## src/rtl/scratchpad_req_decoder.sv

```systemverilog
// Scratchpad request decoder.
// Pops entries from the execute-to-scratchpad request FIFO and decodes each one.
// A matrix load/store entry becomes ROWS per-row scratchpad requests.
// A GEMM entry becomes a single dispatch to the systolic-array controller.
// An entry with an illegal opcode is dropped and flagged with a one-cycle pulse.
module scratchpad_req_decoder #(
  parameter int ROWS      = 4,
  parameter int ROW_BYTES = 16,
  parameter int ROW_W     = 2
) (
  input  logic             CLK,
  input  logic             nRST,
  input  logic             fifo_empty,
  input  logic [37:0]      fifo_rdata,
  output logic             fifo_ren,
  output logic             sp_req_valid,
  input  logic             sp_req_ready,
  output logic             sp_req_wen,
  output logic [3:0]       sp_req_matrix,
  output logic [ROW_W-1:0] sp_req_row,
  output logic [31:0]      sp_req_addr,
  output logic             gemm_valid,
  input  logic             gemm_ready,
  output logic             gemm_new_weight,
  output logic [3:0]       gemm_rs1,
  output logic [3:0]       gemm_rs2,
  output logic [3:0]       gemm_rs3,
  output logic [3:0]       gemm_rd,
  output logic             busy,
  output logic             err_illegal
);

  localparam logic [1:0]       OP_LOAD    = 2'b01;
  localparam logic [1:0]       OP_STORE   = 2'b10;
  localparam logic [1:0]       OP_GEMM    = 2'b11;
  localparam logic [ROW_W-1:0] LAST_ROW   = ROW_W'(ROWS - 1);
  localparam logic [31:0]      ROW_STRIDE = 32'(ROW_BYTES);

  typedef enum logic [1:0] {
    IDLE,
    MLS,
    GEMM
  } state_t;

  state_t state;

  logic [1:0]  head_op;
  logic [3:0]  head_matrix;
  logic [31:0] head_base;
  logic        head_new_weight;
  logic [3:0]  head_rs1;
  logic [3:0]  head_rs2;
  logic [3:0]  head_rs3;
  logic [3:0]  head_rd;
  logic [18:0] gemm_unused_bits;

  assign head_op          = fifo_rdata[37:36];
  assign head_matrix      = fifo_rdata[35:32];
  assign head_base        = fifo_rdata[31:0];
  assign head_new_weight  = fifo_rdata[35];
  assign head_rs1         = fifo_rdata[15:12];
  assign head_rs2         = fifo_rdata[11:8];
  assign head_rs3         = fifo_rdata[7:4];
  assign head_rd          = fifo_rdata[3:0];
  assign gemm_unused_bits = fifo_rdata[34:16];

  // The head entry is popped in the same cycle it is decoded, only from IDLE
  // and never while reset is held.
  assign fifo_ren = (state == IDLE) && !fifo_empty && nRST;
  assign busy     = (state != IDLE);

  // Decode FSM: latches the popped entry into registered request outputs,
  // steps through the tile rows, and holds each request until it is accepted.
  always_ff @(posedge CLK or negedge nRST) begin
    if (!nRST) begin
      state           <= IDLE;
      sp_req_valid    <= 1'b0;
      sp_req_wen      <= 1'b0;
      sp_req_matrix   <= '0;
      sp_req_row      <= '0;
      sp_req_addr     <= '0;
      gemm_valid      <= 1'b0;
      gemm_new_weight <= 1'b0;
      gemm_rs1        <= '0;
      gemm_rs2        <= '0;
      gemm_rs3        <= '0;
      gemm_rd         <= '0;
      err_illegal     <= 1'b0;
    end else begin
      err_illegal <= 1'b0;
      case (state)
        IDLE: begin
          if (!fifo_empty) begin
            case (head_op)
              OP_LOAD, OP_STORE: begin
                state         <= MLS;
                sp_req_valid  <= 1'b1;
                sp_req_wen    <= (head_op == OP_STORE);
                sp_req_matrix <= head_matrix;
                sp_req_row    <= '0;
                sp_req_addr   <= head_base;
              end
              OP_GEMM: begin
                state           <= GEMM;
                gemm_valid      <= 1'b1;
                gemm_new_weight <= head_new_weight;
                gemm_rs1        <= head_rs1;
                gemm_rs2        <= head_rs2;
                gemm_rs3        <= head_rs3;
                gemm_rd         <= head_rd;
              end
              default: begin
                err_illegal <= 1'b1;
              end
            endcase
          end
        end
        MLS: begin
          if (sp_req_ready) begin
            if (sp_req_row == LAST_ROW) begin
              state         <= IDLE;
              sp_req_valid  <= 1'b0;
              sp_req_wen    <= 1'b0;
              sp_req_matrix <= '0;
              sp_req_row    <= '0;
              sp_req_addr   <= '0;
            end else begin
              sp_req_row  <= sp_req_row + ROW_W'(1);
              sp_req_addr <= sp_req_addr + ROW_STRIDE;
            end
          end
        end
        GEMM: begin
          if (gemm_ready) begin
            state           <= IDLE;
            gemm_valid      <= 1'b0;
            gemm_new_weight <= 1'b0;
            gemm_rs1        <= '0;
            gemm_rs2        <= '0;
            gemm_rs3        <= '0;
            gemm_rd         <= '0;
          end
        end
        default: begin
          state <= IDLE;
        end
      endcase
    end
  end

endmodule

```

## config.mk

```make
export PLATFORM = sky130hd
export DESIGN_NAME = scratchpad_req_decoder
export DESIGN_NICKNAME = d
export VERILOG_FILES = /design/src/rtl/scratchpad_req_decoder.sv
export SDC_FILE = /design/constraint.sdc
export NUM_CORES = 1
export LEC_CHECK = 0
export ABC_AREA = 1
export ABC_CLOCK_PERIOD_IN_PS = 4250
export CAP_MARGIN = 0
export CORE_MARGIN = 2
export CORE_UTILIZATION = 51
export CTS_CLUSTER_SIZE = 40
export DETAILED_ROUTE_END_ITERATION = 6
export PLACE_DENSITY = 0.95
export SLEW_MARGIN = 20
export SYNTH_ARGS = -nofsm -noshare
export SYNTH_HDL_FRONTEND = slang
export SYNTH_SLANG_ARGS = --single-unit
```

## constraint.sdc

```tcl
create_clock -name CLK -period 4.25 [get_ports CLK]
set_input_delay 0.85 -clock CLK [delete_from_list [all_inputs] [get_ports CLK]]
set_output_delay 0.85 -clock CLK [all_outputs]
set_load 0.02 [all_outputs]
```

## Word level (Yosys, flattened, before mapping)

Cells that the tools add are included.

- Eq/ne operators: 13
- $add $sub $neg: 2
- Mux-type cells: 52
- Reductions and logical operators: 13

Operators by type and width:

| operator | number |
|---|---|
| 32-bit 2-to-1 mux | 4 |
| 32-bit one-hot mux with 2 select lines | 1 |
| 4-bit 2-to-1 mux | 13 |
| 4-bit one-hot mux with 2 select lines | 5 |
| 32-bit by 5-bit adder with 32-bit output, second input constant | 1 |
| 2-bit 2-to-1 mux | 8 |
| 1-bit 2-to-1 mux | 14 |
| 5-bit AND reduction | 2 |
| 2-bit equality test, second input constant | 4 |
| 2-bit inequality test, second input constant | 4 |
| 1-bit one-hot mux with 2 select lines | 4 |
| 2-bit one-hot mux with 2 select lines | 2 |
| 4-bit AND reduction | 2 |
| 2-bit one-hot mux with 3 select lines | 1 |
| 2-bit nonzero test | 3 |
| 2-bit by 1-bit equality test with 1-bit output, second input constant | 2 |
| 2-bit by 1-bit inequality test with 1-bit output, second input constant | 2 |
| 3-bit by 1-bit inequality test with 1-bit output, second input constant | 1 |
| 3-bit OR reduction | 1 |
| 2-bit by 1-bit adder with 2-bit output, second input constant | 1 |
| 1-bit logical AND | 2 |
| 2-bit logical NOT | 1 |
| 2-bit OR reduction | 1 |
| 1-bit logical NOT | 1 |

- Bits in registers: 61
- Input bits: 43
- Word-level logic and storage cells: 93
- Output and inout bits: 61

## Depth between registers and ports, before layout

- Word-level depth: 5
- Depth in mapped cells: 10
- Depth with buffers taken out: 10

## Least setup slack after synthesis

OpenSTA, ideal clock, no wires.

- Kind: input -> output
- Start point: in fifo_empty
- End point: out fifo_ren
- Stages: 3
- Setup slack: 2.133 ns
- Arrival time: 1.267 ns
- Data required time: 3.400 ns
- Cell sequence: inv_1 nand2_1 nor2_1

- Word-level cells in the longest chain between the ends: 3

RTL lines:

| what | RTL line | RTL |
|---|---|---|
| from (decl) | 13 | `input logic fifo_empty,` |
| 1-bit logical NOT | -- |  |
| 1-bit logical AND (2 in series) | 69 | `assign fifo_ren = (state == IDLE) && !fifo_empty && nRST;` |
| to (decl) | 15 | `output logic fifo_ren,` |

No other way between the ends.

## Worst setup path in the final report

Same ends and word-level chain as after synthesis.

==> flow_summary.ini <==
[status]
outcome = completed

[yosys]
synthCells = 473
mappedNetlistArea_mm2 = 0.00344
synth.distinct_cells = 36
ys_seq_elements = 61
synth-edff-count = 0
synth_ff_type = dfrtp_1
yosys_warnings = 0
syn_area_per_cell_um2 = 7.27
ys_seq_area_frac = 0.444
async_reset_ff_frac = 1.00
syn_nets = 521

[grt]
grt.busiest_layer = met2
use_met3 = 0.0366
overflow = 0
grt_pass1_vias = 3538
antenna_found_initial = 0
grt_pass1_wl_mm = 17.1
grt_max_degree = 62
grt_util_met2 = 0.481
met1_usage = 0.390
track_usage = 0.293

[drt]
drtIter0Drc = 443
drt-vias-per-instance = 5.87
wire_per_inst_um = 16.4
drc = 0
wl_mm = 10.7
vias = 3848
ant_nets = 0
dr.pass1.iters = 5

[power]
power_frac_seq = 0.303
p_int_w = 0.00202
switching_share = 0.467
total_leakage_power_nw = 2.14
pwr-share-comb = 0.541
p_clk_frac = 0.156
ir_worst_vdd_v = 0.000641
power_density_mw_per_mm2 = 801
switching_power_w = 0.00177

[floorplanning]
pin_count = 104
dieArea_mm2 = 0.00742
die_x_um = 86.1
rows = 29
die_y_um = 86.1
coreArea_mm2 = 0.00642
initial_utilization = 0.536

[worst_setup_path]
r2r_cells = 7
critPathArrivalTime_ns = 2.14
crit_path_end_kind = output port
criticalPathCategory = in -> out
crit_required_ns = 3.40
reg2reg_slack_ns = 1.53
critPathMaxFanout = 3
reg2reg_from = state[0]
worstReg2RegEnd = sp_req_addr[9]
cp-start-kind = input pin

[flow_run]
cap_violations = 0

[cts]
root_buffer = clkbuf_8
clk_path_buf_depth = 2
holdBufCountCts = 0
cts_tree = built
clk_pin_slew_ns = 0.07
numCtsBuffers = 9
clk_latency_ns = 0.35
clock_sinks = 61
htreeDepth = 3
cts_setup_buffers = 0
cts_resized = 0

[timing]
relSlewSlack = 0.472
setup_viol = 0
finalCritPeriodShare = 0.703
finClkSkew_ns = 0.00851
rsz0062_at_grt = false
slew_viol_final = 0
hold_viol = 0
final.setup.tns_ns = 0
period_minus_slack_ns = 2.99
tightest_slew_ns = 0.792
fmax_mhz = 335

[place]
dp_hpwl_mm = 7.17
placed_cells = 640
io_buffers = 103
place.gp.congestion = 0.974

[worst_hold_path]
hold_start = gemm_valid
hold_depth = 2
hp-class = reg -> reg
holdPathEnd = gemm_valid

[final_layout]
layout.cells.non_filler = 656
drive_above_1_share = 0.0553
finish.net_count = 622
antennaDiodeCount = 0
area_growth_pct = 37.8
==> area by class of cell <==
cell class / instances / area [µm²]
fillers: 473 / 1680
multi-input cells: 340 / 1630
repair buffers: 108 / 1060
well taps: 77 / 96.3
clock inverters: 5 / 83.8
inverters: 54 / 203
flip-flops and latches: 61 / 1530
clock buffers: 11 / 141
==> how the worst max path moves through the flow <==
| stage | cells past startpoint | from | slack [ns] | endpoint |
|---|---|---|---|---|
| finish | 5 | fifo_empty | 1.26 | fifo_ren |
| global route | 5 | fifo_empty | 1.15 | fifo_ren |
| CTS | 5 | fifo_empty | 1.25 | fifo_ren |
| detailed placement | 5 | fifo_empty | 1.26 | fifo_ren |
| global placement | 5 | fifo_empty | 1.31 | fifo_ren |
| floorplan | 3 | fifo_empty | 2.13 | fifo_ren |
==> through the flow <==
| stage | utilization | setup slack, ns | power, W | hold slack [ns] | cell area, µm² |
|---|---|---|---|---|---|
| CTS | 0.738 | 1.25 | 0.00376 | 0.518 | 4740 |
| floorplan | - | 2.13 | 0.00227 | 0.554 | 3440 |
| global route | 0.738 | 1.15 | 0.00400 | 0.528 | 4740 |
| finish | 0.738 | 1.26 | 0.00380 | 0.514 | 4740 |
| detailed placement | 0.703 | 1.26 | 0.00314 | 0.501 | 4520 |
| global placement | 0.703 | 1.31 | 0.00306 | 0.489 | 4520 |
==> metal layers <==
| layer | share of wire | up-vias |
|---|---|---|
| li1 | - | 1760 |
| met1 | 0.39 | 1834 |
| met2 | 0.50 | 225 |
| met3 | 0.080 | 29 |
| met4 | 0.028 | 0 |
| met5 | 0 | - |
==> cells in the mapped netlist, drive strengths merged, types with 2 or more instances <==
master | number | area share
nor2 | 67 | 0.077
a22oi | 5 | 0.011
o21bai | 2 | 0.0044
dfrtp | 61 | 0.44
o211ai | 3 | 0.0065
nand2 | 102 | 0.11
a21oi | 34 | 0.049
nand3 | 30 | 0.045
inv | 54 | 0.059
o22ai | 3 | 0.0055
buf | 12 | 0.018
nand4 | 3 | 0.0055
nand3b | 2 | 0.0044
o21ai | 71 | 0.10
clkbuf | 6 | 0.0065
ha | 5 | 0.018
a21boi | 2 | 0.0044
==> kinds of logic (layout without fill, tap and decap cells) <==
kind of cell,Yosys count,in the layout,share of synthesized area
simple gates,208,208,0.252
compound gates,126,126,0.200
buf+inv,72,178,0.0836
flops,61,61,0.444
fa+ha+maj,5,5,0.0182
xor+xnor,1,1,0.00255
==> placed cells by master (no fill, tap or decap), types with 2 or more instances in the layout <==
cell type,n
nor2_1,63
a21oi_1,34
o21bai_1,2
buf_4,5
o211ai_1,3
o21ai_1,5
nand3_1,29
dfrtp_1,61
clkbuf_8,10
bufinv_16,2
nand3b_1,2
nand4_1,3
ha_1,5
inv_1,52
o21ai_0,65
clkdlybuf4s50_1,102
nand2_1,100
inv_2,2
a21boi_0,2
clkinvlp_4,2
nand2_2,2
a22oi_1,5
nor2_2,3
o22ai_1,3
==> worst max-delay path: stages <==
cell,delay (ns)
clkdlybuf4s50_1,0.41
inv_1,0.10
nand2_1,0.07
nor2_1,0.10
clkdlybuf4s50_1,0.61
==> power groups by stage <==
stage	Clock, W	Sequential, W	Combinational, W
after global routing	0.000611	0.00118	0.00221
after CTS	0.000589	0.00113	0.00203
after detailed placement	0	0.00114	0.00200
after floorplan	0	0.00140	0.000880
final	0.000593	0.00115	0.00205
after global placement	0	0.00112	0.00193
==> registers in the layout, summed over array words and instances (netlist names), 2 cells and up <==
signal,cells
state,2
gemm_rs1,4
gemm_rs3,4
sp_req_matrix,4
gemm_rs2,4
gemm_rd,4
sp_req_addr,32
sp_req_row,2
Power figures use the tool's default switching activity.
